[src/rtl/sel5_pkg.sv]
// -----------------------------------------------------------------------------
// sel5_pkg
// Shared definitions for the five-way round-robin selector scheduler:
//   N_REQ         number of requesters
//   ID_W          width of a requester index
//   sel5_state_e  scheduler FSM state encoding
//   id_to_onehot  requester index -> one-hot select vector
// -----------------------------------------------------------------------------
package sel5_pkg;

    localparam int N_REQ = 5;
    localparam int ID_W  = 3;

    typedef enum logic [1:0] {
        ST_IDLE      = 2'd0,
        ST_SETUP     = 2'd1,
        ST_WAIT_FIRE = 2'd2,
        ST_WAIT_DONE = 2'd3
    } sel5_state_e;

    // Indices outside 0..N_REQ-1 map to an all-zero vector.
    function automatic logic [N_REQ-1:0] id_to_onehot(input logic [ID_W-1:0] id);
        logic [N_REQ-1:0] v;
        v = {N_REQ{1'b0}};
        if (int'(id) < N_REQ) begin
            v[id] = 1'b1;
        end else begin
            v = {N_REQ{1'b0}};
        end
        return v;
    endfunction

endpackage

[src/rtl/sel5_sync_edge.sv]
// -----------------------------------------------------------------------------
// sel5_sync_edge
// Multi-flop synchronizer for an asynchronous level followed by a rising-edge
// detector. The input must stay high for at least SYNC_STAGES+1 clocks so the
// edge is never missed.
// Ports:
//   clk      clock
//   rst      asynchronous active-high reset
//   i_async  asynchronous input level
//   o_rise   one-clock pulse on a synchronized rising edge
// -----------------------------------------------------------------------------
module sel5_sync_edge #(
    parameter int SYNC_STAGES = 2
) (
    input  logic clk,
    input  logic rst,
    input  logic i_async,
    output logic o_rise
);

    logic [SYNC_STAGES-1:0] r_sync;
    logic                   r_prev;

    // Synchronizer chain plus one delayed copy of its output for edge detection.
    always_ff @(posedge clk or posedge rst) begin
        if (rst) begin
            r_sync <= {SYNC_STAGES{1'b0}};
            r_prev <= 1'b0;
        end else begin
            r_sync <= {r_sync[SYNC_STAGES-2:0], i_async};
            r_prev <= r_sync[SYNC_STAGES-1];
        end
    end

    // Decoded purely from flops, so it is glitch-free for the consuming FSM;
    // total edge latency is SYNC_STAGES+1 clocks.
    assign o_rise = r_sync[SYNC_STAGES-1] & ~r_prev;

endmodule

[src/rtl/sel5_rr_sched.sv]
// -----------------------------------------------------------------------------
// sel5_rr_sched
// Round-robin scheduler driving a five-way selector. It picks one requester,
// holds its one-hot select stable for SETUP_CYCLES clocks, launches the
// selector with a one-clock o_drive pulse, then waits for the synchronized
// selector fire edge and the downstream free edge before pulsing o_done.
// Optional feature: define SEL5_TIMEOUT_EN to abort a handshake phase that
// waits TIMEOUT_CYCLES clocks; the sticky o_timeout flag then records it.
// Ports:
//   clk          clock, rising edge
//   rst          asynchronous active-high reset
//   i_req[5]     request levels, held until the matching o_done
//   o_done[5]    one-clock completion pulse to the granted requester
//   o_valid[5]   one-hot selector select, stable for the whole transaction
//   o_drive      one-clock selector launch pulse
//   i_fire       asynchronous selector fire level
//   i_free_next  asynchronous downstream free level
//   o_grant_id   index of the current winner, 0 when idle
//   o_busy       high whenever the FSM is not idle
//   o_timeout    sticky timeout flag (0 unless SEL5_TIMEOUT_EN)
// -----------------------------------------------------------------------------
module sel5_rr_sched
    import sel5_pkg::*;
#(
    parameter int SYNC_STAGES    = 2,
    parameter int SETUP_CYCLES   = 2,
    parameter int TIMEOUT_CYCLES = 255
) (
    input  logic             clk,
    input  logic             rst,
    input  logic [N_REQ-1:0] i_req,
    output logic [N_REQ-1:0] o_done,
    output logic [N_REQ-1:0] o_valid,
    output logic             o_drive,
    input  logic             i_fire,
    input  logic             i_free_next,
    output logic [ID_W-1:0]  o_grant_id,
    output logic             o_busy,
    output logic             o_timeout
);

    if (SYNC_STAGES < 2 || SYNC_STAGES > 4 || SETUP_CYCLES < 1 || SETUP_CYCLES > 15 ||
        TIMEOUT_CYCLES < 1 || TIMEOUT_CYCLES > 65535) begin : g_param_check
        $error("sel5_rr_sched: parameter out of legal range");
    end

    sel5_state_e      r_state;
    logic [N_REQ-1:0] r_valid;
    logic [N_REQ-1:0] r_done;
    logic             r_drive;
    logic [ID_W-1:0]  r_grant_id;
    logic [ID_W-1:0]  r_last;
    logic             r_busy;
    logic [3:0]       r_setup_cnt;

    logic             w_fire_rise;
    logic             w_free_rise;
    logic             w_tmo_hit;
    logic [ID_W-1:0]  w_winner;
    logic [ID_W-1:0]  w_cand;

    sel5_sync_edge #(.SYNC_STAGES(SYNC_STAGES)) u_sync_fire (
        .clk     (clk),
        .rst     (rst),
        .i_async (i_fire),
        .o_rise  (w_fire_rise)
    );

    sel5_sync_edge #(.SYNC_STAGES(SYNC_STAGES)) u_sync_free (
        .clk     (clk),
        .rst     (rst),
        .i_async (i_free_next),
        .o_rise  (w_free_rise)
    );

    // Round-robin search: walk candidates from farthest to nearest after
    // r_last so the nearest requesting index overwrites the others.
    always_comb begin
        w_winner = r_last;
        w_cand   = {ID_W{1'b0}};
        for (int k = N_REQ; k >= 1; k--) begin
            w_cand   = ID_W'((32'(r_last) + 32'(k)) % 32'(N_REQ));
            w_winner = i_req[w_cand] ? w_cand : w_winner;
        end
    end

`ifdef SEL5_TIMEOUT_EN
    logic [15:0] r_tmo_cnt;
    logic        r_timeout;

    // Per-phase wait counter; restarts when a phase ends, frozen at zero outside the waits.
    always_ff @(posedge clk or posedge rst) begin
        if (rst) begin
            r_tmo_cnt <= 16'd0;
            r_timeout <= 1'b0;
        end else begin
            case (r_state)
                ST_WAIT_FIRE: begin
                    r_tmo_cnt <= w_fire_rise ? 16'd0 : r_tmo_cnt + 16'd1;
                    r_timeout <= r_timeout | (w_tmo_hit & ~w_fire_rise);
                end
                ST_WAIT_DONE: begin
                    r_tmo_cnt <= w_free_rise ? 16'd0 : r_tmo_cnt + 16'd1;
                    r_timeout <= r_timeout | (w_tmo_hit & ~w_free_rise);
                end
                default: begin
                    r_tmo_cnt <= 16'd0;
                    r_timeout <= r_timeout;
                end
            endcase
        end
    end

    assign w_tmo_hit = (r_tmo_cnt == 16'(TIMEOUT_CYCLES - 1));
    assign o_timeout = r_timeout;
`else
    assign w_tmo_hit = 1'b0;
    assign o_timeout = 1'b0;
`endif

    // Scheduler FSM; o_done and o_drive default low so they pulse for one clock.
    always_ff @(posedge clk or posedge rst) begin
        if (rst) begin
            r_state     <= ST_IDLE;
            r_valid     <= {N_REQ{1'b0}};
            r_done      <= {N_REQ{1'b0}};
            r_drive     <= 1'b0;
            r_grant_id  <= {ID_W{1'b0}};
            r_last      <= 3'd4;
            r_busy      <= 1'b0;
            r_setup_cnt <= 4'd0;
        end else begin
            r_done  <= {N_REQ{1'b0}};
            r_drive <= 1'b0;
            case (r_state)
                ST_IDLE: begin
                    if (|i_req) begin
                        r_valid     <= id_to_onehot(w_winner);
                        r_grant_id  <= w_winner;
                        r_busy      <= 1'b1;
                        r_setup_cnt <= 4'd0;
                        r_state     <= ST_SETUP;
                    end else begin
                        r_valid    <= {N_REQ{1'b0}};
                        r_grant_id <= {ID_W{1'b0}};
                        r_busy     <= 1'b0;
                    end
                end
                ST_SETUP: begin
                    if (r_setup_cnt == 4'(SETUP_CYCLES - 1)) begin
                        r_drive <= 1'b1;
                        r_state <= ST_WAIT_FIRE;
                    end else begin
                        r_setup_cnt <= r_setup_cnt + 4'd1;
                    end
                end
                // Free edges are deliberately not looked at here: a free edge
                // coincident with the fire edge is dropped, not deferred.
                ST_WAIT_FIRE: begin
                    if (w_fire_rise) begin
                        r_state <= ST_WAIT_DONE;
                    end else if (w_tmo_hit) begin
                        r_valid    <= {N_REQ{1'b0}};
                        r_grant_id <= {ID_W{1'b0}};
                        r_last     <= r_grant_id;
                        r_busy     <= 1'b0;
                        r_state    <= ST_IDLE;
                    end else begin
                        r_state <= ST_WAIT_FIRE;
                    end
                end
                ST_WAIT_DONE: begin
                    if (w_free_rise) begin
                        r_done     <= r_valid;
                        r_valid    <= {N_REQ{1'b0}};
                        r_grant_id <= {ID_W{1'b0}};
                        r_last     <= r_grant_id;
                        r_busy     <= 1'b0;
                        r_state    <= ST_IDLE;
                    end else if (w_tmo_hit) begin
                        r_valid    <= {N_REQ{1'b0}};
                        r_grant_id <= {ID_W{1'b0}};
                        r_last     <= r_grant_id;
                        r_busy     <= 1'b0;
                        r_state    <= ST_IDLE;
                    end else begin
                        r_state <= ST_WAIT_DONE;
                    end
                end
                default: begin
                    r_valid    <= {N_REQ{1'b0}};
                    r_grant_id <= {ID_W{1'b0}};
                    r_busy     <= 1'b0;
                    r_state    <= ST_IDLE;
                end
            endcase
        end
    end

    assign o_done     = r_done;
    assign o_valid    = r_valid;
    assign o_drive    = r_drive;
    assign o_grant_id = r_grant_id;
    assign o_busy     = r_busy;

endmodule

[config.mk]
export PLATFORM = sky130hd
export DESIGN_NAME = sel5_rr_sched
export DESIGN_NICKNAME = d
export VERILOG_FILES = /design/src/rtl/sel5_pkg.sv /design/src/rtl/sel5_sync_edge.sv /design/src/rtl/sel5_rr_sched.sv
export SDC_FILE = /design/constraint.sdc
export NUM_CORES = 1
export LEC_CHECK = 0
export CAP_MARGIN = 15
export CORE_ASPECT_RATIO = 0.5
export CORE_MARGIN = 3
export CORE_UTILIZATION = 39
export DETAILED_ROUTE_END_ITERATION = 8
export GPL_TIMING_DRIVEN = 0
export PLACE_DENSITY_LB_ADDON = 0.25
export SYNTH_ARGS = -nofsm -noshare
export SYNTH_HDL_FRONTEND = slang
export SYNTH_SLANG_ARGS = --single-unit
export TNS_END_PERCENT = 10
[constraint.sdc]
create_clock -name clk -period 12.8 [get_ports clk]
set_clock_uncertainty 0.15 [all_clocks]
set_input_delay 2.56 -clock clk [delete_from_list [all_inputs] [get_ports clk]]
set_output_delay 2.56 -clock clk [all_outputs]
set_load 0.005 [all_outputs]
==> out/qor.csv <==
metric;value;unit
fp.dieW;132.5;um
main_combinational_cell_family_by_area_after_synthesis;compound AO/OA/AOI/OAI gates;
post-cts-setup-buffers;0;
number_of_rows_in_the_core_area;22;
die_height;69.25;um
reg2reg_slack;6.68;ns
die_area;9176;um2
yosys.cell_types.count;74;
clock_latency;0.27;ns
relSlewSlack;0.5412;
start_util;0.4137;
port_buffers;23;
cts_root_buffer;clkbuf_16;
drt_first_iter_violations;334;
synth_ff_type;dfrtp_1;
grt.overflow.total;0;
synth_most_common_cell;nand2_1;
cp_max_fo;12;
synth.mux.area_fraction;0.06977;
nFillCells;749;
hp-class;register to register;
worstHoldEndpoint;u_sync_fire.r_sync[1];
detailedPlacementHpwl;6364;um
initial_antenna_violation_count;0;
avgViaCountPerCell;6.022;
tritoncts;yes;
ys_ff_latch;30;
cp_data_required_time;12.81;ns
routed-via-count;3071;
grt_setup_unrepaired;false;
gp_congestion;0.9068;
syn-num-nets;403;
cells_taking_the_most_area_after_synthesis;dfrtp_1, ha_1, nand2_1;
coreArea;7542;um2
synth_commonest_cells;nand2_1, dfrtp_1, ha_1, nor2_1, a21oi_1;
rr_worst_depth;18;
yosys.area_share.adder;0.09623;
drt-pass1-iter-count;6;
first_global_vias;2843;
critical_path_start_end_classification;register to register;
routed_wire_length_per_instance;16.71;um
netlist_instances;370;
synth_edf_count;0;
post-route-drc-count;0;
worst_hold_startpoint;u_sync_fire.r_sync[0];
tightest_slew;0.6793;ns
yosysWarningCount;0;
worst_r2r_endpoint;o_valid[4];
final.setup.tns;0;ns
r2r_start;r_last[0];
design.final.nets;434;
timing.critical_path.cells;buf_2, buf_2, buf_2, inv_2, ha_1, ha_1, or3b_1, a221o_1, and2_4, ha_1, or4b_2, a221o_1, and3_1, nand4b_1, nand4b_1, o2111ai_1, a21o_1, a32o_1;
setup-violations-final;0;
antenna_cells;0;
inserted_clock_buffers;5;
final-max-slew-violation-count;0;
synth_top_area_share;0.2326;
num_io_pins;25;
setup_ws;6.685;ns
holdPathStages;0;
crit_family;simple AND/OR/NAND/NOR gates;
synthDominantAreaCellType;dfrtp_1;
synth_xor_xnor_area_share;0.02807;
htreeDepth;2;
drt-total-wl;8520;um
fin_crit_sh;0.4778;
synthToLayoutAreaGrowth;17.32;%
pin_count_of_the_biggest_net_entering_global_routing;31;
worstPathBufferInverterCount;4;
grt.total_usage;0.1860;
worstSetupEndpointType;register;
clock_path_buffers;2;
hold_viol_final;0;
worst_path_max_delay_cell;or4b_2;
outcome;completed;
cp_slowest_stage_delay;0.65;ns
start_kind;register;
fmax;0.1635;GHz
cts_num_sinks;30;
post_route_cells_drive_above_1_share;0.1020;
netlist_area;3120;um2
post_cts_resized;0;
critical_path_arrival;6.13;ns
post_synth_and_or_nand_nor_area_fraction;0.2482;
syn-mean-instance-area;8.434;um2
fin_crit;6.115;ns
worst_slack_at_placement;6.808;ns
max_cap_viol_count;0;
area_fraction_in_compound_gates_after_synthesis;0.2674;
share_of_flip_flops_with_an_asynchronous_set_or_reset;1.000;
post_cts_clock_slew_at_the_launch_and_capture_registers_of_the_worst_setup_and_hold_paths;0.05;ns
route.antenna.remaining_nets;0;
ctsHoldBuffers;0;
grt_pass1_wl;14120;um
seq_area_frac_synth;0.2410;
[metal layers]
layer  wire length [um]  global-route usage
met5                  0                   0
met4                134             0.05645
met3                568             0.03551
met2               3883              0.2970
met1               3933              0.2565
[state kept, by name, summed over array words and instances (netlist names)]
name and cells:
o_busy 1, o_done 5, o_drive 1, o_grant_id 3
o_valid 5, r_last 3, r_setup_cnt 4, r_state 2
u_sync_fire.r_prev 1, u_sync_fire.r_sync 2, u_sync_free.r_prev 1, u_sync_free.r_sync 2
[final cells by class]
class	count	area [um2]	area share
multi-input cells	305	2218	0.6059
flip-flops and latches	30	752.0	0.2054
repair buffers	24	257.7	0.07040
clock buffers	7	142.6	0.03896
well taps	108	135.1	0.03691
plain buffers	18	86.33	0.02358
inverters	17	63.81	0.01743
clock inverters	1	5.005	0.001367
[per-stage QoR]
stage | std cells | util | hold slack (ns) | area [um2]
CTS | 509 | 0.4818 | 0.2057 | 3633
finish | 510 | 0.4854 | 0.2015 | 3661
global route | 510 | 0.4854 | 0.2138 | 3661
floorplan | 370 | - | 0.1812 | 3120
global placement | 501 | 0.4622 | 0.1911 | 3486
detailed placement | 501 | 0.4622 | 0.1873 | 3486
[worst max-delay path by stage]
stage                       endpoint  startpoint  slack (ns)  cells after the start
after global routing      o_valid[4]   r_last[0]        6.40                     18
final                     o_valid[4]   r_last[0]        6.68                     18
after detailed placement  o_valid[4]   r_last[0]        6.81                     18
after global placement    o_valid[4]   r_last[0]        6.83                     18
after floorplan           o_valid[0]   r_last[0]        7.56                     18
after CTS                 o_valid[4]   r_last[0]        6.77                     18
[logic make-up (layout without fill, tap and decap cells)]
| family | count (synthesis) | count (layout) |
|---|---|---|
| AND/OR/NAND/NOR | 144 | 144 |
| XOR/XNOR | 10 | 10 |
| adder cells (fa/ha/maj) | 24 | 24 |
| other | 1 | 1 |
| flip-flops | 30 | 30 |
| buffers and inverters | 35 | 67 |
| multiplexers | 15 | 15 |
| AO/OA/AOI/OAI | 111 | 111 |
[placed cells by master (no fill, tap or decap), types with 6 or more instances in the layout]
cell type and instances:
nand2_1 38, dfrtp_1 29, ha_1 24, clkdlybuf4s50_1 23, nor2_1 21, a21oi_1 20, o21ai_0 16, inv_1 13
nand2b_1 11, nor3_1 11, nand3_1 10, clkbuf_1 9, and2_1 7, xnor2_1 7, nor2b_1 6, buf_2 6
o21a_1 6, mux2i_1 6, o22ai_1 6, a21o_1 6, a32o_1 6
Power is left out: the tool's default activity adds up to more than one toggle a clock period on the data nets, which glitch-free logic cannot reach.
